===== config.mk =====
export PLATFORM = sky130hd
export DESIGN_NAME = spi_cfg_sequencer
export DESIGN_NICKNAME = d
export VERILOG_FILES = /design/src/rtl/spi_cfg_sequencer.sv
export SDC_FILE = /design/constraint.sdc
export NUM_CORES = 1
export LEC_CHECK = 0
export ABC_AREA = 1
export CAP_MARGIN = 40
export CORE_MARGIN = 5
export CORE_UTILIZATION = 48
export DETAILED_ROUTE_END_ITERATION = 16
export GPL_TIMING_DRIVEN = 1
export PLACE_DENSITY_LB_ADDON = 0.15
export SLEW_MARGIN = 10
export SYNTH_ARGS = -nofsm -noshare
export SYNTH_HDL_FRONTEND = slang
export SYNTH_SLANG_ARGS = --single-unit
export TNS_END_PERCENT = 30

===== constraint.sdc =====
create_clock -name clk -period 3.44 [get_ports clk]
set_input_delay 0.688 -clock clk [delete_from_list [all_inputs] [get_ports clk]]
set_output_delay 0.688 -clock clk [all_outputs]
set_load 0.02 [all_outputs]

===== src/rtl/spi_cfg_sequencer.sv =====
// spi_cfg_sequencer: SPI mode-0 write master for the peripheral register bank.
// Buffers (addr,data) requests in a FIFO and shifts out {1,addr,data} MSB first.
module spi_cfg_sequencer #(
    parameter int CLK_DIV    = 4,
    parameter int GAP_CYCLES = 8,
    parameter int FIFO_DEPTH = 4
) (
    input  logic       clk,
    input  logic       rst_n,
    input  logic       req_valid,
    output logic       req_ready,
    input  logic [6:0] req_addr,
    input  logic [7:0] req_data,
    output logic       busy,
    output logic       done,
    output logic       nCS,
    output logic       SCLK,
    output logic       COPI
);

    localparam int AW = (FIFO_DEPTH > 1) ? $clog2(FIFO_DEPTH) : 1;
    localparam logic [7:0] DIV_LAST = 8'(CLK_DIV - 1);
    localparam logic [7:0] GAP_LAST = 8'(GAP_CYCLES - 1);
    localparam logic [AW:0] DEPTH = (AW + 1)'(FIFO_DEPTH);

    typedef enum logic [2:0] {
        IDLE,
        SETUP,
        SHIFT_HI,
        SHIFT_LO,
        HOLD,
        GAP
    } state_t;

    logic [14:0]   mem_q [FIFO_DEPTH];
    logic [AW-1:0] wr_ptr_q, wr_ptr_d;
    logic [AW-1:0] rd_ptr_q, rd_ptr_d;
    logic [AW:0]   count_q, count_d;
    logic          full, empty, push, pop;
    logic [14:0]   head;

    state_t        state_q, state_d;
    logic [7:0]    cnt_q, cnt_d;
    logic [4:0]    bit_q, bit_d;
    logic [15:0]   shreg_q, shreg_d;
    logic          ncs_q, ncs_d;
    logic          sclk_q, sclk_d;
    logic          copi_q, copi_d;
    logic          done_q, done_d;
    logic          cnt_last;

    assign full      = (count_q == DEPTH);
    assign empty     = (count_q == '0);
    assign push      = req_valid && !full;
    assign head      = mem_q[rd_ptr_q];
    assign req_ready = !full;
    assign busy      = (state_q != IDLE) || !empty;
    assign done      = done_q;
    assign nCS       = ncs_q;
    assign SCLK      = sclk_q;
    assign COPI      = copi_q;
    assign cnt_last  = (cnt_q == DIV_LAST);

    // FIFO pointer and occupancy bookkeeping
    always_comb begin
        wr_ptr_d = push ? wr_ptr_q + 1'b1 : wr_ptr_q;
        rd_ptr_d = pop ? rd_ptr_q + 1'b1 : rd_ptr_q;
        count_d  = count_q;
        unique case ({push, pop})
            2'b10:   count_d = count_q + 1'b1;
            2'b01:   count_d = count_q - 1'b1;
            default: count_d = count_q;
        endcase
    end

    // FIFO storage and pointers
    always_ff @(posedge clk or negedge rst_n) begin
        if (!rst_n) begin
            for (int i = 0; i < FIFO_DEPTH; i++) mem_q[i] <= '0;
            wr_ptr_q <= '0;
            rd_ptr_q <= '0;
            count_q  <= '0;
        end else begin
            if (push) mem_q[wr_ptr_q] <= {req_addr, req_data};
            wr_ptr_q <= wr_ptr_d;
            rd_ptr_q <= rd_ptr_d;
            count_q  <= count_d;
        end
    end

    // Frame sequencer: next state and next registered SPI pin values
    always_comb begin
        state_d = state_q;
        cnt_d   = cnt_q;
        bit_d   = bit_q;
        shreg_d = shreg_q;
        ncs_d   = ncs_q;
        sclk_d  = sclk_q;
        copi_d  = copi_q;
        done_d  = 1'b0;
        pop     = 1'b0;
        unique case (state_q)
            IDLE: begin
                if (!empty) begin
                    pop     = 1'b1;
                    shreg_d = {1'b1, head};
                    state_d = SETUP;
                    cnt_d   = '0;
                    bit_d   = '0;
                    ncs_d   = 1'b0;
                    sclk_d  = 1'b0;
                    copi_d  = 1'b1;
                end
            end
            SETUP: begin
                if (cnt_last) begin
                    state_d = SHIFT_HI;
                    cnt_d   = '0;
                    sclk_d  = 1'b1;
                end else begin
                    cnt_d = cnt_q + 8'd1;
                end
            end
            SHIFT_HI: begin
                if (cnt_last) begin
                    cnt_d  = '0;
                    sclk_d = 1'b0;
                    bit_d  = bit_q + 5'd1;
                    if (bit_q == 5'd15) begin
                        state_d = HOLD;
                    end else begin
                        state_d = SHIFT_LO;
                        shreg_d = {shreg_q[14:0], 1'b0};
                        copi_d  = shreg_q[14];
                    end
                end else begin
                    cnt_d = cnt_q + 8'd1;
                end
            end
            SHIFT_LO: begin
                if (cnt_last) begin
                    state_d = SHIFT_HI;
                    cnt_d   = '0;
                    sclk_d  = 1'b1;
                end else begin
                    cnt_d = cnt_q + 8'd1;
                end
            end
            HOLD: begin
                if (cnt_last) begin
                    state_d = GAP;
                    cnt_d   = '0;
                    ncs_d   = 1'b1;
                    copi_d  = 1'b0;
                    done_d  = 1'b1;
                end else begin
                    cnt_d = cnt_q + 8'd1;
                end
            end
            GAP: begin
                if (cnt_q == GAP_LAST) begin
                    state_d = IDLE;
                    cnt_d   = '0;
                end else begin
                    cnt_d = cnt_q + 8'd1;
                end
            end
            default: begin
                state_d = IDLE;
                cnt_d   = '0;
            end
        endcase
    end

    // Sequencer state and glitch-free output flops
    always_ff @(posedge clk or negedge rst_n) begin
        if (!rst_n) begin
            state_q <= IDLE;
            cnt_q   <= '0;
            bit_q   <= '0;
            shreg_q <= '0;
            ncs_q   <= 1'b1;
            sclk_q  <= 1'b0;
            copi_q  <= 1'b0;
            done_q  <= 1'b0;
        end else begin
            state_q <= state_d;
            cnt_q   <= cnt_d;
            bit_q   <= bit_d;
            shreg_q <= shreg_d;
            ncs_q   <= ncs_d;
            sclk_q  <= sclk_d;
            copi_q  <= copi_d;
            done_q  <= done_d;
        end
    end

endmodule

==> run_results.csv <==
group,metric,value,unit
sta,skew,0.00877,ns
finish,fillCellCount,983,
yosys,synth_area_per_cell,8.28,µm²
finish,area_delta_synth_final,10.8,%
power,p_sw_share,32.7,%
routing,vias,3847,
yosys,synth.ff_latch_count,102,
clock_network,ctsResizeCount,0,
placement,dpl.hpwl,6.46,mm
job,drv_cap,0,
power,p_leak,0.00271,µW
finish,insertedDiodeCount,0,
placement,dpl-instance-area,0.00535,mm²
grt,antenna_found_initial,0,
clock_network,clkTransAtPathRegs,0.09,ns
sta,post-route-min-period,2.59,ns
sta,slew_headroom,46.8,%
worst_hold_path,hold_path_class,"primary input to asynchronous set/reset pin",
worst_setup_path,path_class,"flip-flop to output pin",
finish,drive_gt1_share,10.2,%
grt,grt_pass1_wl,17.2,mm
floorplan,die-area,0.0126,mm²
finish,fin_nets,647,
placement,routabilityCongestion,0.838,
sta,finalCritPeriodShare,75.3,%
floorplan,coreArea,0.0102,mm²
sta,setup_ws,0.849,ns
routing,avgRoutedWirePerCell,12.8,µm
yosys,synth_warnings,0,
routing,drc,0,
power,pwr-share-clk,23.1,%
clock_network,clk_latency,0.37,ns
floorplan,die_h,112,µm
sta,rsz0062_at_grt,"no",
yosys,syn-cell-area,0.00500,mm²
worst_setup_path,critPathCaptureType,"output pin",
power,power_frac_comb,24.8,%
clock_network,cts_root_buffer,"clkbuf_8",
placement,place_ws,1.09,ns
floorplan,start_util,48.9,%
routing,ant_nets,0,
clock_network,post-cts-setup-buffers,0,
power,ir_drop,297,µV
power,p_seq_share,52.2,%
sta,tightest_slew,0.798,ns
routing,wl,9.73,mm
power,power.density,598,mW/mm²
clock_network,clkSinkCount,102,
worst_setup_path,arrival,1.90,ns
worst_setup_path,startpoint_type,"flip-flop",
grt,grt_max_degree,62,
grt,grt_remaining_overflow,0,
clock_network,cts_hold_buf,0,
clock_network,htreeDepth,3,
floorplan,fp-row-count,37,
sta,setup_viol,0,
routing,drt_iter0_drc,201,
placement,numPortBuffers,23,
power,netSwitchingPower,1080,µW
worst_setup_path,path_max_fanout,13,
yosys,synth.distinct_cells,32,
floorplan,die_w,112,µm
outcome,status,"complete, no violations",
routing,vias_per_cell,5.06,
grt,grt_pass1_vias,3729,
grt,grt_use_total,16.7,%
clock_network,cts_buffer_depth,2,
clock_network,cts_buffers,9,
sta,max_freq,0.386,GHz
routing,dr.pass1.iters,4,
yosys,synth_seq_area_share,51.1,%
clock_network,cts_tree,"built",
power,p_int,2230,µW
finish,stdcell_area,0.00554,mm²
worst_setup_path,required,2.75,ns
yosys,synth_fp_nets,631,
yosys,syn_inst,604,
sta,drv_slew,0,
finish,multi_input_area,0.00204,mm²
floorplan,num_io_pins,24,
finish,seqCellArea,0.00255,mm²
sta,hold_violations,0,
sta,tns,0,ns
==> placed cells by master (no fill, tap or decap), drive strengths merged <==
master / netlist / routed
nand2: 200 / 200
nand4: 3 / 3
inv: 62 / 65
xnor2: 2 / 2
nand3: 54 / 54
nor3: 2 / 2
dfstp: 1 / 1
dfrtp: 101 / 101
fa: 1 / 1
a21oi: 2 / 2
nand3b: 1 / 1
buf: 15 / 10
o21ai: 103 / 103
bufinv: 0 / 1
clkdlybuf4s50: 0 / 22
clkinv: 0 / 2
clkbuf: 12 / 10
a21boi: 1 / 1
o211ai: 1 / 1
nor2: 27 / 27
o22ai: 2 / 2
xor2: 6 / 6
ha: 8 / 8
==> logic make-up (layout without fill, tap and decap cells) <==
kind of cell | after synthesis | after routing | synth area share [%]
adders and majority gates | 9 | 9 | 2.40
buffers and inverters | 89 | 110 | 8.06
DFF | 102 | 102 | 51.1
AOI/OAI and AO/OA | 109 | 109 | 12.1
xor gates and xnor gates | 8 | 8 | 1.40
and+or+nand+nor | 287 | 287 | 25.0
==> sequential cells by signal, indices dropped and copies added (netlist names) <==
register  cells
SCLK          1
wr_ptr_q      2
rd_ptr_q      2
nCS           1
bit_q         5
COPI          1
state_q       3
shreg_q      15
mem_q        60
count_q       3
done          1
cnt_q         8
==> final cells by class <==
cell class	instances	area share, %
Multi-Input combinational cell	413	36.9
Clock buffer	10	2.30
Inverter	62	4.34
Timing Repair Buffer	32	6.12
Tap cell	136	3.07
Clock inverter	6	1.20
Sequential cell	102	46.1
==> path summary, 6_finish.rpt <==
| check | startpoint | to | slack [ns] | cells after the start |
|---|---|---|---|---|
| setup / recovery | state_q[0] | busy | 0.85 | 5 |
| hold / removal | rst_n | wr_ptr_q[0] | 0.40 | 1 |
| hold reg to reg | SCLK | SCLK | 0.47 | 2 |
| setup reg to reg | state_q[0] | count_q[2] | 1.24 | 11 |
| max in group asynchronous | rst_n | mem_q[40] | 2.34 | 2 |
| min in group clk | SCLK | SCLK | 0.47 | 2 |
==> layer usage <==
layer | global-route usage, % | wire length (µm)
met1 | 20.5 | 4420
met2 | 28.8 | 4790
met3 | 4.37 | 370
met4 | 5.53 | 154
met5 | 0 | 0
==> synthesized netlist by cell type, drive strengths merged <==
library cell	n	area, µm²
nand3b	1	7.51
xor2	6	52.6
buf	15	116
o21ai	103	568
nor2	27	126
nor3	2	10.0
clkbuf	12	46.3
nand3	54	275
nand4	3	18.8
nand2	200	811
ha	8	100
xnor2	2	17.5
fa	1	20.0
a21boi	1	7.51
dfstp	1	26.3
dfrtp	101	2530
inv	62	240
a21oi	2	10.0
o22ai	2	12.5
o211ai	1	7.51
==> per-stage QoR <==
| step | power [µW] | instances | utilization [%] | hold WS [ns] |
|---|---|---|---|---|
| 4_1_cts | 3360 | 761 | 54.2 | 0.412 |
| 3_3_place_gp | 2530 | 742 | 51.7 | 0.450 |
| 5_1_grt | 3590 | 761 | 54.2 | 0.454 |
| 6_report | 3310 | 761 | 54.2 | 0.403 |
| 3_5_place_dp | 2590 | 745 | 52.3 | 0.458 |
| 2_1_floorplan | 2340 | 604 | - | 0.392 |
==> power by group through the flow <==
stage | combinational (µW) | sequential (µW) | clock [µW]
final | 821 | 1730 | 764
after global placement | 782 | 1740 | 0
after CTS | 843 | 1730 | 789
after global routing | 989 | 1770 | 830
after floorplan | 630 | 1710 | 0
after detailed placement | 840 | 1750 | 0
==> critical path, cell delays in order, from the launching register on <==
cell	delay, ns
dfrtp_1	0.49
inv_2	0.10
nand2_2	0.07
nor2_4	0.17
nand2_4	0.14
clkdlybuf4s50_1	0.56
Power figures use the tool's default switching activity.
